### src/rtl/chip_emu_pkg.sv
// Shared types, pin maps and gate evaluation for the 14-pin quad 2-input gate emulator.
package chip_emu_pkg;

    typedef enum logic [1:0] {
        CHIP_NAND = 2'd0,
        CHIP_NOR  = 2'd1,
        CHIP_AND  = 2'd2,
        CHIP_XOR  = 2'd3
    } chip_t;

    typedef logic [3:0] pin_idx_t;

    localparam logic [13:1] MASK_STD  = 13'h04A4;  // outputs on pins 3, 6, 8, 11
    localparam logic [13:1] MASK_7402 = 13'h1209;  // outputs on pins 1, 4, 10, 13

    // Indexed [layout][gate]; layout 0 = 7400/7408/7486, layout 1 = 7402.
    localparam pin_idx_t IN_A_PIN [2][4] = '{'{4'd1, 4'd4, 4'd9,  4'd12}, '{4'd2, 4'd5, 4'd8,  4'd11}};
    localparam pin_idx_t IN_B_PIN [2][4] = '{'{4'd2, 4'd5, 4'd10, 4'd13}, '{4'd3, 4'd6, 4'd9,  4'd12}};
    localparam pin_idx_t OUT_PIN  [2][4] = '{'{4'd3, 4'd6, 4'd8,  4'd11}, '{4'd1, 4'd4, 4'd10, 4'd13}};

    function automatic int layout_of(chip_t chip);
        return (chip == CHIP_NOR) ? 1 : 0;
    endfunction

    function automatic logic [13:1] output_mask(chip_t chip);
        return (chip == CHIP_NOR) ? MASK_7402 : MASK_STD;
    endfunction

    function automatic logic gate_fn(chip_t chip, logic a, logic b);
        case (chip)
            CHIP_NAND: return ~(a & b);
            CHIP_NOR:  return ~(a | b);
            CHIP_AND:  return a & b;
            default:   return a ^ b;
        endcase
    endfunction

    function automatic logic [3:0] eval_gates(chip_t chip, logic [13:1] pins);
        logic [3:0] res;
        int         lay;
        lay = layout_of(chip);
        for (int g = 0; g < 4; g++) begin
            res[g] = gate_fn(chip, pins[IN_A_PIN[lay][g]], pins[IN_B_PIN[lay][g]]);
        end
        return res;
    endfunction

    function automatic logic [13:1] place_outputs(chip_t chip, logic [3:0] res);
        logic [13:1] pins;
        int          lay;
        lay  = layout_of(chip);
        pins = '0;
        for (int g = 0; g < 4; g++) begin
            pins[OUT_PIN[lay][g]] = res[g];
        end
        return pins;
    endfunction

endpackage

### src/rtl/gate_delay_line.sv
// 4-bit shift register with selectable tap; models the chip's propagation delay.
module gate_delay_line
    import chip_emu_pkg::*;
#(
    parameter int DEPTH = 16,
    parameter int TAP_W = 4
) (
    input  logic             Clk,
    input  logic             Reset,
    input  logic             clr,
    input  logic [3:0]       din,
    input  logic [TAP_W-1:0] tap_sel,
    output logic [3:0]       dout
);

    logic [3:0] stage_q [DEPTH];
    logic [3:0] stage_d [DEPTH];

    always_comb begin
        stage_d[0] = clr ? 4'b0 : din;
        for (int i = 1; i < DEPTH; i++) begin
            stage_d[i] = clr ? 4'b0 : stage_q[i-1];
        end
    end

    // NOTE: every stage is reset because the output pins must read 0 straight out of reset.
    always_ff @(posedge Clk or posedge Reset) begin
        if (Reset) begin
            for (int i = 0; i < DEPTH; i++) stage_q[i] <= 4'b0;
        end else begin
            stage_q <= stage_d;
        end
    end

    assign dout = stage_q[tap_sel];

endmodule

### src/rtl/chip_emulator.sv
// Quad 2-input gate chip stand-in: synchronizes the header pins, evaluates the selected
// gate type with optional stuck-at fault, and drives outputs through a programmable delay.
module chip_emulator
    import chip_emu_pkg::*;
#(
    parameter int SYNC_STAGES = 2,
    parameter int DELAY_MAX   = 15
) (
    input  logic        Clk,
    input  logic        Reset,
    input  logic        enable,
    input  logic [1:0]  chip_sel,
    input  logic [3:0]  delay,
    input  logic        fault_en,
    input  logic [1:0]  fault_gate,
    input  logic        fault_val,
    input  logic [13:1] pin_in,
    output logic [13:1] pin_out,
    output logic [13:1] pin_oe,
    output logic        active,
    output logic [15:0] trans_cnt
);

    localparam int TAP_W = (DELAY_MAX < 1) ? 1 : $clog2(DELAY_MAX + 1);

    localparam logic [0:0] ST_IDLE = 1'b0;
    localparam logic [0:0] ST_RUN  = 1'b1;

    logic [0:0]             state_q, state_d;
    chip_t                  cfg_chip_q, cfg_chip_d;
    logic [3:0]             cfg_delay_q, cfg_delay_d;
    logic                   cfg_fault_en_q, cfg_fault_en_d;
    logic [1:0]             cfg_fault_gate_q, cfg_fault_gate_d;
    logic                   cfg_fault_val_q, cfg_fault_val_d;
    logic [13:1]            sync_q [SYNC_STAGES];
    logic [13:1]            sync_d [SYNC_STAGES];
    logic [SYNC_STAGES-1:0] vld_q, vld_d;
    logic [3:0]             prev_q, prev_d;
    logic [15:0]            trans_cnt_q, trans_cnt_d;

    logic       run;
    logic [3:0] res_flt;
    logic [3:0] res;
    logic [3:0] tap;

    assign run = (state_q == ST_RUN);

    // NOTE: every variable gets its hold value first so no path can infer a latch.
    always_comb begin
        state_d          = state_q;
        cfg_chip_d       = cfg_chip_q;
        cfg_delay_d      = cfg_delay_q;
        cfg_fault_en_d   = cfg_fault_en_q;
        cfg_fault_gate_d = cfg_fault_gate_q;
        cfg_fault_val_d  = cfg_fault_val_q;
        trans_cnt_d      = trans_cnt_q;

        sync_d[0] = pin_in;
        for (int i = 1; i < SYNC_STAGES; i++) sync_d[i] = sync_q[i-1];

        res_flt = eval_gates(cfg_chip_q, sync_q[SYNC_STAGES-1]);
        if (cfg_fault_en_q) res_flt[cfg_fault_gate_q] = cfg_fault_val_q;
        // Results stay 0 until the synchronizer has refilled after RUN entry.
        res    = (run && vld_q[SYNC_STAGES-1]) ? res_flt : 4'b0;
        prev_d = run ? res : 4'b0;

        case (state_q)
            ST_IDLE: begin
                if (enable) begin
                    state_d          = ST_RUN;
                    cfg_chip_d       = chip_t'(chip_sel);
                    cfg_delay_d      = (int'(delay) > DELAY_MAX) ? 4'(DELAY_MAX) : delay;
                    cfg_fault_en_d   = fault_en;
                    cfg_fault_gate_d = fault_gate;
                    cfg_fault_val_d  = fault_val;
                    trans_cnt_d      = 16'h0;
                end
            end
            default: begin
                if (!enable) state_d = ST_IDLE;
                if (res != prev_q && trans_cnt_q != 16'hFFFF) trans_cnt_d = trans_cnt_q + 16'h1;
            end
        endcase

        vld_d = (state_d == ST_RUN) ? {vld_q[SYNC_STAGES-2:0], 1'b1} : '0;
    end

    always_ff @(posedge Clk or posedge Reset) begin
        if (Reset) begin
            state_q          <= ST_IDLE;
            cfg_chip_q       <= CHIP_NAND;
            cfg_delay_q      <= 4'h0;
            cfg_fault_en_q   <= 1'b0;
            cfg_fault_gate_q <= 2'd0;
            cfg_fault_val_q  <= 1'b0;
            for (int i = 0; i < SYNC_STAGES; i++) sync_q[i] <= '0;
            vld_q            <= '0;
            prev_q           <= 4'h0;
            trans_cnt_q      <= 16'h0;
        end else begin
            state_q          <= state_d;
            cfg_chip_q       <= cfg_chip_d;
            cfg_delay_q      <= cfg_delay_d;
            cfg_fault_en_q   <= cfg_fault_en_d;
            cfg_fault_gate_q <= cfg_fault_gate_d;
            cfg_fault_val_q  <= cfg_fault_val_d;
            sync_q           <= sync_d;
            vld_q            <= vld_d;
            prev_q           <= prev_d;
            trans_cnt_q      <= trans_cnt_d;
        end
    end

    gate_delay_line #(
        .DEPTH (DELAY_MAX + 1),
        .TAP_W (TAP_W)
    ) u_delay (
        .Clk     (Clk),
        .Reset   (Reset),
        .clr     (~run),
        .din     (res),
        .tap_sel (TAP_W'(cfg_delay_q)),
        .dout    (tap)
    );

    assign pin_oe    = run ? output_mask(cfg_chip_q) : 13'h0;
    assign pin_out   = run ? place_outputs(cfg_chip_q, tap) : 13'h0;
    assign active    = run;
    assign trans_cnt = trans_cnt_q;

endmodule
### config.mk
export PLATFORM = sky130hd
export DESIGN_NAME = chip_emulator
export DESIGN_NICKNAME = d
export VERILOG_FILES = /design/src/rtl/chip_emu_pkg.sv /design/src/rtl/gate_delay_line.sv /design/src/rtl/chip_emulator.sv
export SDC_FILE = /design/constraint.sdc
export NUM_CORES = 1
export LEC_CHECK = 0
export BUFFER_PORTS_ARGS = -buffer_cell sky130_fd_sc_hd__buf_4
export CAP_MARGIN = 20
export CORE_UTILIZATION = 55
export CTS_CLUSTER_DIAMETER = 100
export DETAILED_ROUTE_END_ITERATION = 12
export GPL_TIMING_DRIVEN = 0
export HOLD_SLACK_MARGIN = 0.02
export PLACE_DENSITY = 0.76
export SYNTH_ARGS = -nofsm -noshare
export SYNTH_HDL_FRONTEND = slang
export SYNTH_HIERARCHICAL = 1
export SYNTH_SLANG_ARGS = --single-unit
### constraint.sdc
create_clock -name Clk -period 3.8 [get_ports Clk]
set_input_delay 0.38 -clock Clk [delete_from_list [all_inputs] [get_ports Clk]]
set_output_delay 0.38 -clock Clk [all_outputs]
set_load 0.01 [all_outputs]
==> results.cfg, run 1 <==
[run_status]
outcome = finished, final reports clean

[clock_tree]
clockBufferDepth = 2
cts_setup_buffers = 0
clock_latency_ns = 0.51
cts_made_buffers = 17
cts_sinks = 120
clk_pin_slew_ns = 0.06
htreeDepth = 4
cts_tree = built
cts_root_buffer = clkbuf_8

[grt]
grt_pass1_wl_um = 19130
grt_pass1_vias = 3883
overflow = 0
grtUsageTotal = 0.2517
antenna_found_initial = 0
grt_max_degree = 48

[route]
dr.pass1.iters = 4
wl_per_cell_um = 16.30
vias = 3788
wirelength_um = 11410
drt-initial-drc-count = 230
drt-vias-per-instance = 5.411
drc_errors = 0
ant_nets = 0

[synthesis]
async_flop_share = 1.000
syn_avg_cell_area_um2 = 11.80
ys_seq_area_frac = 0.5534
synth_area_leaders = dfrtp_1 (55%), nor2b_1 (8.0%), mux4_1 (6.8%)
postSynthCellCount = 460
synth_edf_count = 0
ys_ff_latch = 120
synth.top_cells.by_count = dfrtp_1 (120), nand2_1 (71), nor2b_1 (69)
yosys.area.top_type_share = 0.5534
synth_top_area_cell = dfrtp_1
synthFlopType = dfrtp_1
ys_warn_count = 6
ys_types = 49
synth.cell_area_mm2 = 0.005426
yosysMostFrequentCell = dfrtp_1

[timing]
fin_crit_sh = 0.9159
fmax_mhz = 287.3
setup_tns_ns = 0
rsz0062_at_grt = no
timing.final.max_slew_violations = 0
hold_viol_final = 0
tightestPinTransition_ns = 0.5693
relSlewSlack = 0.6204
layout_setup_ws_ns = 0.3194
finClkSkew_ns = 0.01130
setup_viol = 0
period_minus_slack_ns = 3.481

[power]
seq_power_share = 0.416
power_frac_clock = 0.452
p_int_mw = 2.468
power.density_mw_per_mm2 = 485.9
irDropWorstVdd_mv = 0.2742
leakagePower_nw = 3.502
power_frac_comb = 0.132
switching_share = 0.2506
power.switching_mw = 0.8253

[worst_setup_path]
crit_cells = 16
cp_max_fo = 10
critPathLaunchType = register
cp_cell_sequence = buf_6 > nand2b_1 > clkbuf_1 > clkbuf_2 > nand2_1 > nand2_1 > inv_1 > ha_1 > mux2_1 > mux2i_1 > a21o_1 > a221oi_2 > a21boi_2 > buf_6 > nand4_1 > mux2i_1
crit_slowest_cell = dfrtp_1
path_class = reg2reg
critPathArrivalTime_ns = 3.87
path_delay_family = buffers and inverters
cpPeakStageDelay_ns = 0.37
crit_buf_inv = 5
cp_data_required_time_ns = 4.19
r2r_cells = 16
end_kind = register

[place]
pre_cts_ws_ns = 0.2200
hpwl_um = 7433
portBuffers = 57
gp_congestion = 0.8644

[floorplan]
row_count = 35
ioPinCount = 69
die_area_mm2 = 0.01027
start_util = 0.5763
die_y_um = 101.3
core-area_mm2 = 0.009415
die_w_um = 101.3

[cells_and_area]
drive_gt1_frac = 0.2259
fin_util = 0.7199
syn_to_final_growth_pct = 24.90
fin_nets = 596
diodes = 0

[flow_run]
maxCapViolations = 0

[min_path]
min_path_cells = 3
hp-class = in2reg
registers in the layout (all words and copies together), names as in the netlist:
name              count
vld_q                 2
u_delay/stage_q      64
cfg_fault_val_q       1
cfg_fault_gate_q      2
cfg_delay_q           4
sync_q               12
prev_q                4
cfg_chip_q            2
cfg_fault_en_q        1
trans_cnt            16
sync_d               12
layout by cell type, fill, tap and decap left out, types with 4 or more instances in the layout:
master         count
a22oi_1            4
clkbuf_16         16
nor2_1            21
dfrtp_1          120
mux2i_1           21
mux4_1            14
nor2b_1           69
buf_4             73
inv_1             11
ha_1               9
nand3_1           15
clkinv_2           6
nand4_1            8
nand2_1           71
clkbuf_1          14
dlygate4sd3_1     14
conb_1            10
and3_1            13
final timing paths:
| check | from | to | slack [ns] |
|---|---|---|---|
| setup reg to reg | cfg_chip_q[1]$_DFFE_PP0P_ | trans_cnt[4]$_DFFE_PP0P_ | 0.32 |
| min in group asynchronous | Reset | trans_cnt[13]$_DFFE_PP0P_ | 0.42 |
| hold reg to reg | sync_d[3]$_DFF_PP0_ | sync_q[3]$_DFF_PP0_ | 0.35 |
| setup / recovery | cfg_chip_q[1]$_DFFE_PP0P_ | trans_cnt[4]$_DFFE_PP0P_ | 0.32 |
| hold / removal | delay[1] | cfg_delay_q[1]$_DFFE_PP0P_ | 0.06 |
| max in group asynchronous | Reset | u_delay/stage_q[18]$_DFF_PP0_ | 2.78 |
worst register-to-register path: stages (launching register included):
cell and delay, ns:
dfrtp_1 0.37, buf_6 0.17, nand2b_1 0.11, clkbuf_1 0.23, clkbuf_2 0.29, nand2_1 0.08
nand2_1 0.10, inv_1 0.05, ha_1 0.28, mux2_1 0.31, mux2i_1 0.28, a21o_1 0.22
a221oi_2 0.09, a21boi_2 0.32, buf_6 0.20, nand4_1 0.12, mux2i_1 0.14
cell families after synthesis:
family / share of synthesized area
compound gates: 0.02928
xor+xnor: 0.006457
fa+ha+maj: 0.02075
buf+inv: 0.05395
flops: 0.5534
mux: 0.1374
other cells: 0.0006911
simple gates: 0.1981
through the flow:
stage	instances	power [mW]	hold slack (ns)	area, µm²
2_1_floorplan	469	1.671	0.3312	5460
3_3_place_gp	655	1.784	0.3346	6050
3_5_place_dp	657	1.808	0.3395	6090
4_1_cts	700	3.312	0.04980	6777
5_1_grt	700	3.426	0.05391	6778
6_report	700	3.293	0.06254	6778
layout make-up:
| type | instances | area, µm² |
|---|---|---|
| Clock inverter | 10 | 105.1 |
| Multi-Input combinational cell | 298 | 2165 |
| Inverter | 13 | 48.80 |
| Timing Repair Buffer | 73 | 608.1 |
| Clock buffer | 19 | 441.7 |
| Buffer | 38 | 245.2 |
| Tap cell | 129 | 161.4 |
| Sequential cell | 120 | 3003 |
| Fill cell | 630 | 2638 |
repair_timing:
item,in CTS,in global routing
resized for setup,0,2
hold endpoints to repair,44,0
hold buffers,14,0
setup endpoints to repair,0,10
routing by layer:
metal / up-vias / GRT usage / wire [µm]
li1: 1737 / - / -
met1: 1922 / 0.3296 / 5052
met5: - / 0 / 0
met2: 111 / 0.4061 / 5611
met4: 0 / 0.08473 / 140
met3: 18 / 0.07315 / 608
power by group through the flow:
stage          clock, mW  sequential, mW  combinational [mW]
6_report            1.49            1.37               0.434
5_1_grt             1.57            1.38               0.479
4_1_cts             1.50            1.37               0.438
3_5_place_dp           0            1.39               0.419
3_3_place_gp           0            1.39               0.397
2_1_floorplan          0            1.38               0.290
No activity file was read; power rests on OpenSTA's default activity.
==> run 2: changes to the inputs <==
RECOVER_POWER = 50   (was unset)
==> run 2 against run 1 <==
The run now ends with capacitance limit, slew limit left. Die area unchanged. Wire length decreased by 0.45%. Register-to-register slack about the same. Core utilization decreased by 0.32 points. Combinational power decreased by 1%. Fmax about the same. Sequential share of layout area increased by 0.20 points. Clock skew decreased by 0.0017 ns. Sequential power about the same. Critical endpoint unchanged. Highest routed layer unchanged.
==> results.cfg, run 2 (same netlist as run 1, synthesis figures left out) <==
[power]
power.density_mw_per_mm2 = 487.7
leakagePower_nw = 3.484
p_int_mw = 2.463
power.switching_mw = 0.8279
switching_share = 0.2515
irDropWorstVdd_mv = 0.2740
power_frac_comb = 0.130
power_frac_clock = 0.454
seq_power_share = 0.416

[grt]
top_usage_layer = met2
grtUsageTotal = 0.2517
met3_usage = 0.07315
grt_max_degree = 48
grt_pass1_wl_um = 19130
antenna_found_initial = 0
overflow = 0
globalRouteMet1Util = 0.3296
use_met2 = 0.4061
grt_pass1_vias = 3883

[cells_and_area]
drive_gt1_frac = 0.2172
syn_to_final_growth_pct = 24.35
diodes = 0
fill_cells = 634
final_common_cell = dfrtp_1
final_cell_mix = dfrtp_1 (120), nand2_1 (71), nor2b_1 (69), buf_4 (59)
fin_area_mm2 = 0.006748
largest_register_ffs = 64
registers.top_by_ff_count = u_delay/stage_q
fin_nets = 596

[worst_setup_path]
cp_max_fo = 10
path_class = reg2reg
cp_data_required_time_ns = 4.19
critPathLaunchType = register
end_kind = register
critPathArrivalTime_ns = 3.87

[clock_tree]
clock_latency_ns = 0.51
htreeDepth = 4
cts_sinks = 120
cts_made_buffers = 17
cts_tree = built
clockBufferDepth = 2
cts_root_buffer = clkbuf_8
clk_pin_slew_ns = 0.06

[timing]
fin_crit_sh = 0.9162
rsz0062_at_grt = no
setup_viol = 0
period_minus_slack_ns = 3.481
layout_setup_ws_ns = 0.3186
relSlewSlack = -0.4287
tightestPinTransition_ns = 2.143
hold_viol_final = 0
finClkSkew_ns = 0.009620
timing.final.max_slew_violations = 91
fmax_mhz = 287.2
setup_tns_ns = 0

[run_status]
violations = capacitance limit, slew limit
outcome = complete, but fails checks

[route]
drc_errors = 0
dr.pass1.iters = 4
wl_per_cell_um = 16.23
drt-vias-per-instance = 5.366
ant_nets = 0
drt-initial-drc-count = 188
vias = 3756
wirelength_um = 11360

[place]
placedInstanceArea_mm2 = 0.006090
portBuffers = 57
hpwl_um = 7433
gp_congestion = 0.8644
pre_cts_ws_ns = 0.2200

[floorplan]
die_w_um = 101.3
die_y_um = 101.3
ioPinCount = 69
row_count = 35
core-area_mm2 = 0.009415
die_area_mm2 = 0.01027
start_util = 0.5763

[min_path]
hp-class = in2reg

[flow_run]
maxCapViolations = 2
run 2: cell count changes in the layout (fill, tap and decap cells not counted), sizes merged:
cell,previous run,this run
buf,82,66
clkbuf,34,49
clkdlybuf4s25,0,1
run 2: path summary, 6_finish.rpt:
| path | cells past startpoint | from | slack, ns | endpoint |
|---|---|---|---|---|
| max | 16 | cfg_chip_q[1]$_DFFE_PP0P_ | 0.32 | trans_cnt[4]$_DFFE_PP0P_ |
| max reg2reg | 16 | cfg_chip_q[1]$_DFFE_PP0P_ | 0.32 | trans_cnt[4]$_DFFE_PP0P_ |
| min reg2reg | 0 | sync_d[5]$_DFF_PP0_ | 0.35 | sync_q[5]$_DFF_PP0_ |
| min in group asynchronous | 3 | Reset | 0.48 | trans_cnt[13]$_DFFE_PP0P_ |
| max in group asynchronous | 4 | Reset | 0.64 | u_delay/stage_q[18]$_DFF_PP0_ |
| min | 3 | delay[0] | 0.06 | cfg_delay_q[0]$_DFFE_PP0P_ |
run 2: final cells by class:
class                           count  area [µm²]  area share
Sequential cell                   120        3003      0.4450
Multi-Input combinational cell    298        2165      0.3208
Timing Repair Buffer               73       578.1     0.08567
Clock buffer                       19       441.7     0.06546
Buffer                             38       245.2     0.03634
Tap cell                          129       161.4     0.02392
Clock inverter                     10       105.1     0.01558
Inverter                           13       48.80    0.007232
run 2: power groups by stage:
stage / Combinational, mW / Clock, mW / Sequential [mW]
3_3_place_gp: 0.397 / 0 / 1.39
4_1_cts: 0.438 / 1.50 / 1.37
2_1_floorplan: 0.290 / 0 / 1.38
5_1_grt: 0.474 / 1.57 / 1.38
3_5_place_dp: 0.419 / 0 / 1.39
6_report: 0.429 / 1.49 / 1.37
run 2: through the flow:
step	total power, mW	hold WS [ns]	utilization	std cells
floorplan	1.671	0.3312	-	469
global route	3.420	0.05391	0.7167	700
global placement	1.784	0.3346	0.6425	655
finish	3.291	0.05782	0.7167	700
detailed placement	1.808	0.3395	0.6468	657
CTS	3.312	0.04980	0.7197	700
run 2: critical path: stages, from the launching register on:
cell and delay [ns]:
dfrtp_1 0.37, buf_6 0.17, nand2b_1 0.11, clkbuf_1 0.23, clkbuf_2 0.28, nand2_1 0.09
nand2_1 0.11, inv_1 0.07, ha_1 0.20, mux2_2 0.26, mux2i_2 0.26, mux2i_1 0.12
o221a_2 0.31, a21boi_2 0.31, buf_6 0.19, nand4_1 0.12, mux2i_1 0.14
run 2: repair_timing:
action                                  CTS  global route
buffers inserted                          0             0
endpoints found under the setup margin    0            10
hold endpoints to repair                 44             0
resized for setup                         0             2
hold buffers                             14             0
run 2: per-layer routing:
metal,part of all wire,wire [µm]
met1,0.45,5107
met2,0.49,5578
met3,0.047,539
met4,0.012,136
met5,0,0
